==> src/rtl/muldiv_pkg.sv <==
// Shared encodings and widths for the HI/LO multiply/divide unit.
// Divider logic is present only when MUL_DIV_UNIT_DIV_EN is defined.
package muldiv_pkg;

    localparam int unsigned DATA_W = 32;
    localparam int unsigned ITER_N = 32;
    localparam int unsigned CNT_W  = $clog2(ITER_N);

    typedef enum logic [1:0] {
        OpMult  = 2'b00,
        OpMultu = 2'b01,
        OpDiv   = 2'b10,
        OpDivu  = 2'b11
    } op_e;

    typedef enum logic [1:0] {
        StIdle = 2'b00,
        StCalc = 2'b01,
        StFix  = 2'b10,
        StDone = 2'b11
    } state_e;

    function automatic logic is_signed_op(input op_e op);
        return (op == OpMult) || (op == OpDiv);
    endfunction

    function automatic logic [DATA_W-1:0] neg_if(input logic [DATA_W-1:0] x, input logic c);
        return c ? (~x + DATA_W'(1)) : x;
    endfunction

endpackage

==> src/rtl/muldiv_core.sv <==
// Iteration datapath: one shift-add (multiply) or restoring-subtract (divide) step per cycle.
// The divide step exists only when MUL_DIV_UNIT_DIV_EN is defined.
module muldiv_core
    import muldiv_pkg::*;
(
    input  logic                clk,
    input  logic                rst_n,
    input  logic                i_load,
    input  logic                i_step,
    input  logic                i_div,
    input  logic [DATA_W-1:0]   i_a_mag,
    input  logic [DATA_W-1:0]   i_b_mag,
    output logic [2*DATA_W-1:0] o_acc
);

    logic [2*DATA_W-1:0] r_acc;
    logic [DATA_W-1:0]   r_b;
    logic [DATA_W:0]     w_sum;
    logic [2*DATA_W-1:0] w_mul_acc;
    logic [2*DATA_W-1:0] w_step_acc;

    // Upper half accumulates the multiplicand; carry shifts back in from the top.
    always_comb begin
        w_sum     = {1'b0, r_acc[2*DATA_W-1:DATA_W]} + {1'b0, r_b & {DATA_W{r_acc[0]}}};
        w_mul_acc = {w_sum, r_acc[DATA_W-1:1]};
    end

`ifdef MUL_DIV_UNIT_DIV_EN
    logic [DATA_W:0]     w_rem_sh;
    logic                w_ge;
    logic [DATA_W-1:0]   w_diff;
    logic [2*DATA_W-1:0] w_div_acc;

    // Shifted partial remainder needs 33 bits: it can reach 2*divisor-1.
    always_comb begin
        w_rem_sh = r_acc[2*DATA_W-1:DATA_W-1];
        w_ge     = (w_rem_sh >= {1'b0, r_b});
        w_diff   = w_rem_sh[DATA_W-1:0] - r_b;
        if (w_ge) begin
            w_div_acc = {w_diff, r_acc[DATA_W-2:0], 1'b1};
        end else begin
            w_div_acc = {w_rem_sh[DATA_W-1:0], r_acc[DATA_W-2:0], 1'b0};
        end
    end

    assign w_step_acc = i_div ? w_div_acc : w_mul_acc;
`else
    logic w_unused_div;
    assign w_unused_div = i_div;
    assign w_step_acc   = w_mul_acc;
`endif

    always_ff @(posedge clk or negedge rst_n) begin
        if (!rst_n) begin
            r_acc <= '0;
            r_b   <= '0;
        end else if (i_load) begin
            r_acc <= {{DATA_W{1'b0}}, i_a_mag};
            r_b   <= i_b_mag;
        end else if (i_step) begin
            r_acc <= w_step_acc;
        end
    end

    assign o_acc = r_acc;

endmodule

==> src/rtl/mul_div_unit.sv <==
// MIPS-style HI/LO multiply/divide unit: control FSM, operand latches and HI/LO registers.
// Define MUL_DIV_UNIT_DIV_EN to build the divider; otherwise DIV/DIVU complete with HI/LO unchanged.
module mul_div_unit
    import muldiv_pkg::*;
(
    input  logic              clk,
    input  logic              rst_n,
    input  logic [DATA_W-1:0] data_in1,
    input  logic [DATA_W-1:0] data_in2,
    input  logic [1:0]        op,
    input  logic              start,
    input  logic              wr_hi,
    input  logic              wr_lo,
    output logic              busy,
    output logic              done,
    output logic [DATA_W-1:0] hi,
    output logic [DATA_W-1:0] lo
);

    state_e              r_state, w_state_next;
    op_e                 r_op;
    logic [DATA_W-1:0]   r_a, r_b, r_hi, r_lo;
    logic [DATA_W-1:0]   w_hi_next, w_lo_next;
    logic [CNT_W-1:0]    r_cnt;
    logic                w_accept, w_in_signed, w_signed, w_neg, w_skip;
    logic [2*DATA_W-1:0] w_acc, w_prod;

    assign w_accept    = (r_state == StIdle) && start;
    assign w_in_signed = is_signed_op(op_e'(op));
    assign w_signed    = is_signed_op(r_op);
    assign w_neg       = w_signed && (r_a[DATA_W-1] ^ r_b[DATA_W-1]);

`ifdef MUL_DIV_UNIT_DIV_EN
    assign w_skip = 1'b0;
`else
    // Without the divider a DIV/DIVU bypasses CALC and leaves HI/LO alone.
    assign w_skip = op[1];
    logic w_unused_ops;
    assign w_unused_ops = ^{r_a, r_b};
`endif

    muldiv_core u_core (
        .clk     (clk),
        .rst_n   (rst_n),
        .i_load  (w_accept),
        .i_step  (r_state == StCalc),
        .i_div   (r_op[1]),
        .i_a_mag (mag_of(data_in1)),
        .i_b_mag (mag_of(data_in2)),
        .o_acc   (w_acc)
    );

    function automatic logic [DATA_W-1:0] mag_of(input logic [DATA_W-1:0] x);
        return neg_if(x, w_in_signed && x[DATA_W-1]);
    endfunction

    always_comb begin
        w_state_next = r_state;
        unique case (r_state)
            StIdle: if (start) w_state_next = w_skip ? StFix : StCalc;
            StCalc: if (r_cnt == CNT_W'(ITER_N - 1)) w_state_next = StFix;
            StFix:  w_state_next = StDone;
            StDone: w_state_next = StIdle;
            default: w_state_next = StIdle;
        endcase
    end

    always_comb begin
        w_prod    = w_neg ? (~w_acc + (2*DATA_W)'(1)) : w_acc;
        w_hi_next = r_hi;
        w_lo_next = r_lo;
        if (!r_op[1]) begin
            {w_hi_next, w_lo_next} = w_prod;
        end
`ifdef MUL_DIV_UNIT_DIV_EN
        else if (r_b == '0) begin
            w_lo_next = '1;
            w_hi_next = r_a;
        end else begin
            w_lo_next = neg_if(w_acc[DATA_W-1:0], w_neg);
            w_hi_next = neg_if(w_acc[2*DATA_W-1:DATA_W], w_signed && r_a[DATA_W-1]);
        end
`endif
    end

    always_ff @(posedge clk or negedge rst_n) begin
        if (!rst_n) begin
            r_state <= StIdle;
            r_cnt   <= '0;
            r_op    <= OpMult;
            r_a     <= '0;
            r_b     <= '0;
            r_hi    <= '0;
            r_lo    <= '0;
        end else begin
            r_state <= w_state_next;
            if (w_accept) begin
                r_op  <= op_e'(op);
                r_a   <= data_in1;
                r_b   <= data_in2;
                r_cnt <= '0;
            end else if (r_state == StCalc) begin
                r_cnt <= r_cnt + CNT_W'(1);
            end
            if (r_state == StFix) begin
                r_hi <= w_hi_next;
                r_lo <= w_lo_next;
            end else if ((r_state == StIdle) && !start) begin
                if (wr_hi) r_hi <= data_in1;
                if (wr_lo) r_lo <= data_in1;
            end
        end
    end

    assign busy = (r_state != StIdle);
    assign done = (r_state == StDone);
    assign hi   = r_hi;
    assign lo   = r_lo;

endmodule

==> config.mk <==
export PLATFORM = sky130hd
export DESIGN_NAME = mul_div_unit
export DESIGN_NICKNAME = d
export VERILOG_FILES = /design/src/rtl/muldiv_pkg.sv /design/src/rtl/muldiv_core.sv /design/src/rtl/mul_div_unit.sv
export SDC_FILE = /design/constraint.sdc
export NUM_CORES = 1
export LEC_CHECK = 0
export CORE_UTILIZATION = 40
export CTS_CLUSTER_DIAMETER = 30
export DETAILED_ROUTE_END_ITERATION = 16
export GPL_TIMING_DRIVEN = 0
export MAX_ROUTING_LAYER = met4
export SLEW_MARGIN = 15
export SYNTH_ARGS = -nofsm -noshare
export SYNTH_HDL_FRONTEND = slang
export SYNTH_SLANG_ARGS = --single-unit
==> constraint.sdc <==
create_clock -name clk -period 8.71 [get_ports clk]
set_input_delay 1.742 -clock clk [delete_from_list [all_inputs] [get_ports clk]]
set_output_delay 1.742 -clock clk [all_outputs]
set_load 0.01 [all_outputs]
==> results.txt, run 1 <==
relative slew slack: 26.34%
Post-DRT Antenna Nets: 0
Required @ worst endpoint: 9.06 ns
Min-Delay Path Class: register to register
vias in the first global route: 11,020
first-pass GRT wire length: 66,090 um
crit path launch type: input port
yosys warns: 0
Root Driver: clkbuf_16
largest net degree at the start of global routing: 97
Final Power: 0.005354 W
DRC viols: 0
final hold vios: 0
Post-synth EDFFs: 0
Worst Reg2Reg Path Length in Cells: 13
Total GRT Usage: 29.75%
period utilisation layout: 52.06%
Data arrival, critical path: 4.89 ns
Crit Path Category: input port to register
CTS tree: built
# hold bufs at CTS: 0
drt total wl: 43,000 um
Synth Instances: 1,391
Resize count post-CTS: 0
WHS: 0.4731 ns
DRT iter0 DRCs: 968
Initial Util: 41.06%
synth unique cells: 64
CP max FO: 5
Std-Cell Rows: 62
Clock Skew: 0.01574 ns
Synth Cell Area: 11,880 um^2
setup_tns: 0 ns
Placement Cell Area: 13,760 um^2
maximum clock rate: 0.2205 GHz
Die W: 174.3 um
fraction of layout cells with a size suffix above 1: 3.333%
Final setup violation count: 0
RSZ-0062 raised after global routing: no
register bit count reported by yosys: 171
fin util: 49.41%
WL/cell: 22.12 um
Max Cap Viol: 0
deepest clock path buffer count: 2
core footprint: 28,940 um^2
Worst Hold Depth: 2
crit end category: register
Max VDD drop: 0.1867 mV
post-CTS setup buffer count: 0
H-tree lvl count: 4
status: finished, final reports clean
most frequent cells in the layout: dfrtp_1, nand2_1, o21ai_0
vias per cell: 5.774
CTS Buf Count: 17
Mapped Avg Cell Area: 8.542 um^2
First-pass DRT Iterations: 5
IO Count: 137
Max Slew Vio Count: 0
fraction of registers with async set/reset: 100.0%
post-synth net total: 1,505
global route overflow: 0
die footprint: 30,400 um^2
DP HPWL: 33,460 um
ANT cells: 0
post-route minimum period: 4.534 ns
initial antenna violation count: 0
post-route cell area: 14,300 um^2
sequential element share of the synthesized area: 36.02%
later-pin clock latency in the skew report: 0.44 ns
nets: 1,661
most common cell after layout, fill and taps aside: dfrtp_1
worst slew pin tran: 1.105 ns
via count: 11,230
top_reg_cell synth: dfrtp_1
die height: 174.3 um
worst hold start: u_core.r_b[28]
PwrDens: 374.5 nW/um^2
reg2reg start: u_core.o_acc[0]
Num Clock Sinks: 171
Static Leakage: 5.972 nW
area delta synth->final: 20.34%
CP startpoint: data_in1[7]
# port buffers: 136
CTS clk-pin slew, worst paths: 0.07 ns
GPL Wtd Cong: 0.9760
critical path: stages:
cell and delay, ns:
clkdlybuf4s50_1 0.55, or4_4 0.59, or3_4 0.35, or3_4 0.37
or4_4 0.54, nand2b_4 0.19, nor3_1 0.31, o211ai_1 0.13
o21ai_0 0.10
power by group:
part           switching, W  total, W  internal, W
sequential         0.000358   0.00152      0.00116
clock              0.000364  0.000736     0.000371
combinational       0.00187   0.00310      0.00123
total               0.00259   0.00535      0.00276
cells in the mapped netlist (9+ instances only):
cell      instances  area share, %
dfrtp_1         171             36
nand2_1         161            5.1
o21ai_0         151            6.4
nor2_1           97            3.1
a21oi_1          91            3.8
xnor2_1          77            5.7
clkbuf_1         64            2.0
xor2_1           62            4.6
mux2i_1          52            4.4
ha_1             42            4.4
and2_1           38            2.0
a21o_1           36            2.3
nor3_1           33            1.4
inv_1            26           0.82
nand2b_1         23            1.2
nand3_1          22           0.93
o31ai_1          20            1.3
o221ai_1         17            1.3
or3_1            16           0.84
a31oi_1          15           0.79
a211oi_1         14           0.88
nor4_1           14           0.74
or4_1            13           0.82
nor2b_1          11           0.58
and3_1           10           0.53
buf_1            10           0.32
nand4_1          10           0.53
nor3b_1          10           0.63
o41ai_1          10           0.74
o211ai_1          9           0.57
cell families (layout without fill, tap and decap cells):
logic type	count (synthesis)	after routing	synth area share (%)
adders and majority gates	43	43	4.591
DFF	171	171	36.02
AOI/OAI and AO/OA	402	402	20.96
xor gates and xnor gates	139	139	10.25
and+or+nand+nor	478	478	20.06
muxes	53	53	4.476
buffers and inverters	105	274	3.654
worst paths after layout:
kind | to | slack, ns
setup / recovery | u_core.o_acc[31] | 4.18
hold / removal | u_core.r_b[28] | 0.47
setup reg to reg | u_core.o_acc[58] | 4.48
hold reg to reg | u_core.r_b[28] | 0.47
max in group asynchronous | u_core.o_acc[58] | 6.55
min in group asynchronous | lo[3] | 1.25
area by class of cell:
type	instances	area (um^2)
multi-input combinational	1115	7168
sequential	171	4279
fill	2901	14640
clock buffer	18	429.2
timing repair buffer	137	1394
clock inverter	14	112.6
inverter	26	97.59
tap	384	480.5
buffer	79	336.6
sequential cells by signal, summed over array words and instances (netlist names):
signal / count
r_state: 2
u_core.o_acc: 64
r_op: 2
lo: 32
r_a: 1
r_cnt: 5
u_core.r_b: 32
r_b: 1
hi: 32
per-layer routing:
metal / up-vias / GRT usage [%] / share of wire (%)
met5: - / - / 0
met4: 0 / 13.85 / 4.6
met3: 99 / 4.549 / 6.3
met2: 446 / 47.83 / 47
met1: 5366 / 36.64 / 42
li1: 5314 / - / -
metrics by stage:
step                      setup slack [ns]  cells
final                                4.176   1944
after CTS                            4.249   1944
after global placement              -1.503   1911
after global routing                 4.013   1944
after detailed placement             3.806   1912
after floorplan                      4.563   1391
(Power assumes the default switching activity.)
==> run 2: changes to the inputs <==
- clock period: 8.71 -> 4.5 ns (I/O delays scaled with it)
==> results.txt, run 2 (synthesis gave the netlist of run 1 again) <==
nets: 1,660
die footprint: 30,400 um^2
crit path launch type: register
RSZ-0062 raised after global routing: no
DRT iter0 DRCs: 988
Root Driver: clkbuf_16
DP HPWL: 33,460 um
Post-DRT Antenna Nets: 0
worst slew pin tran: 1.079 ns
IO Count: 137
# port buffers: 136
Reg-to-Reg End: u_core.o_acc[58]
CTS clk-pin slew, worst paths: 0.08 ns
core footprint: 28,940 um^2
Max VDD drop: 0.3600 mV
CP startpoint: u_core.o_acc[0]
Worst path slowest cell: dfrtp_1
CTS Buf Count: 17
Required @ worst endpoint: 4.85 ns
ANT cells: 0
initial antenna violation count: 0
non-filler cells, final: 1,943
Reg2Reg Setup Slack: 0.45 ns
critical path, cell by cell: clkbuf_1 -> nand2_1 -> inv_1 -> ha_1 -> a211o_1 -> a211oi_1 -> o211ai_1 -> a31oi_1 -> o21ai_0 -> a21bo_2 -> and3_1 -> nor3_1
Worst Reg2Reg Path Length in Cells: 12
vias per cell: 5.766
Clock Skew: 0.01592 ns
H-tree lvl count: 4
drt total wl: 43,010 um
most frequent cells in the layout: dfrtp_1, nand2_1, o21ai_0
vias in the first global route: 11,020
post-route minimum period: 4.050 ns
GPL Wtd Cong: 0.9760
Placement Cell Area: 13,760 um^2
period utilisation layout: 90.01%
die height: 174.3 um
Placed Cells: 1,912
largest net degree at the start of global routing: 97
crit end category: register
Std-Cell Rows: 62
first-pass GRT wire length: 66,090 um
Initial Util: 41.06%
relative slew slack: 27.39%
post-route cell area: 14,290 um^2
most common cell after layout, fill and taps aside: dfrtp_1
status: finished, final reports clean
Total GRT Usage: 29.75%
DRC viols: 0
via count: 11,200
area delta synth->final: 20.30%
global route overflow: 0
First-pass DRT Iterations: 6
Static Leakage: 5.971 nW
max reg flops: 64
Crit Path Category: register to register
Resize count post-CTS: 0
Data arrival, critical path: 4.40 ns
deepest clock path buffer count: 2
Die W: 174.3 um
later-pin clock latency in the skew report: 0.44 ns
CTS tree: built
WL/cell: 22.14 um
maximum clock rate: 0.2469 GHz
Num Clock Sinks: 171
Max Slew Vio Count: 0
CP peak stage delay: 0.69 ns
Max Cap Viol: 0
Min-Delay Path Class: input port to asynchronous set/reset pin
final hold vios: 0
CP max FO: 10
reg2reg start: u_core.o_acc[0]
PwrDens: 724.6 nW/um^2
critical path endpoint: u_core.o_acc[58]
fraction of layout cells with a size suffix above 1: 3.335%
WHS: 0.4050 ns
Final setup violation count: 0
==> run 2: cell count changes in the layout (fill, tap and decap cells not counted), sizes merged <==
| cell | previous run | this run |
|---|---|---|
| clkbuf | 83 | 82 |
==> run 2: layout make-up <==
type | count | area, um^2
Buffer | 78 | 332.8
Clock buffer | 18 | 429.2
Clock inverter | 14 | 112.6
Fill cell | 2902 | 14640
Inverter | 26 | 97.59
Multi-Input combinational cell | 1115 | 7168
Sequential cell | 171 | 4279
Tap cell | 384 | 480.5
Timing Repair Buffer | 137 | 1394
==> run 2: worst min path at each step <==
stage              startpoint             end  slack (ns)  depth (start not counted)
2_1_floorplan  u_core.r_b[31]  u_core.r_b[31]        0.44                          2
4_1_cts                 rst_n           lo[6]        0.42                          1
5_1_grt                 rst_n           lo[3]        0.45                          1
3_3_place_gp   u_core.r_b[18]  u_core.r_b[18]        0.46                          2
6_report                rst_n           lo[6]        0.40                          1
3_5_place_dp   u_core.r_b[28]  u_core.r_b[28]        0.46                          2
==> run 2: what timing repair did <==
item                       in CTS  in global routing
hold buffers                    0                  0
setup buffers                   0                  0
setup endpoints to repair       0                  4
==> run 2: metal layers <==
metal | GRT usage (%) | vias to the layer above | routed length [um]
met5 | - | - | 0
met1 | 36.64 | 5339 | 18050
li1 | - | 5313 | -
met4 | 13.85 | 0 | 2029
met2 | 47.83 | 453 | 20190
met3 | 4.549 | 98 | 2746
==> run 2: through the flow <==
step	setup WS, ns	utilization, %	power [W]	setup TNS [ns]
5_1_grt	0.02839	49.40	0.01108	0
2_1_floorplan	1.195	-	0.006468	0
3_3_place_gp	-4.871	47.43	0.008831	-829.14
4_1_cts	0.2090	49.41	0.01032	0
3_5_place_dp	0.2634	47.54	0.008890	0
6_report	0.4496	49.40	0.01036	0
==> run 2: worst max-delay path, delay by kind of cell, from the launching register on <==
family	cells	cell delay [ns]
adders and majority gates	1	0.24
AOI/OAI and AO/OA	6	1.98
DFF	1	0.69
buffers and inverters	2	0.50
and+or+nand+nor	3	0.54
==> run 2: report_power, final <==
group	switching (W)	total [W]	leakage [nW]	internal, W
Sequential	0.000719	0.00297	2.14	0.00225
Clock	0.000705	0.00142	0.261	0.000719
Combinational	0.00359	0.00596	3.57	0.00237
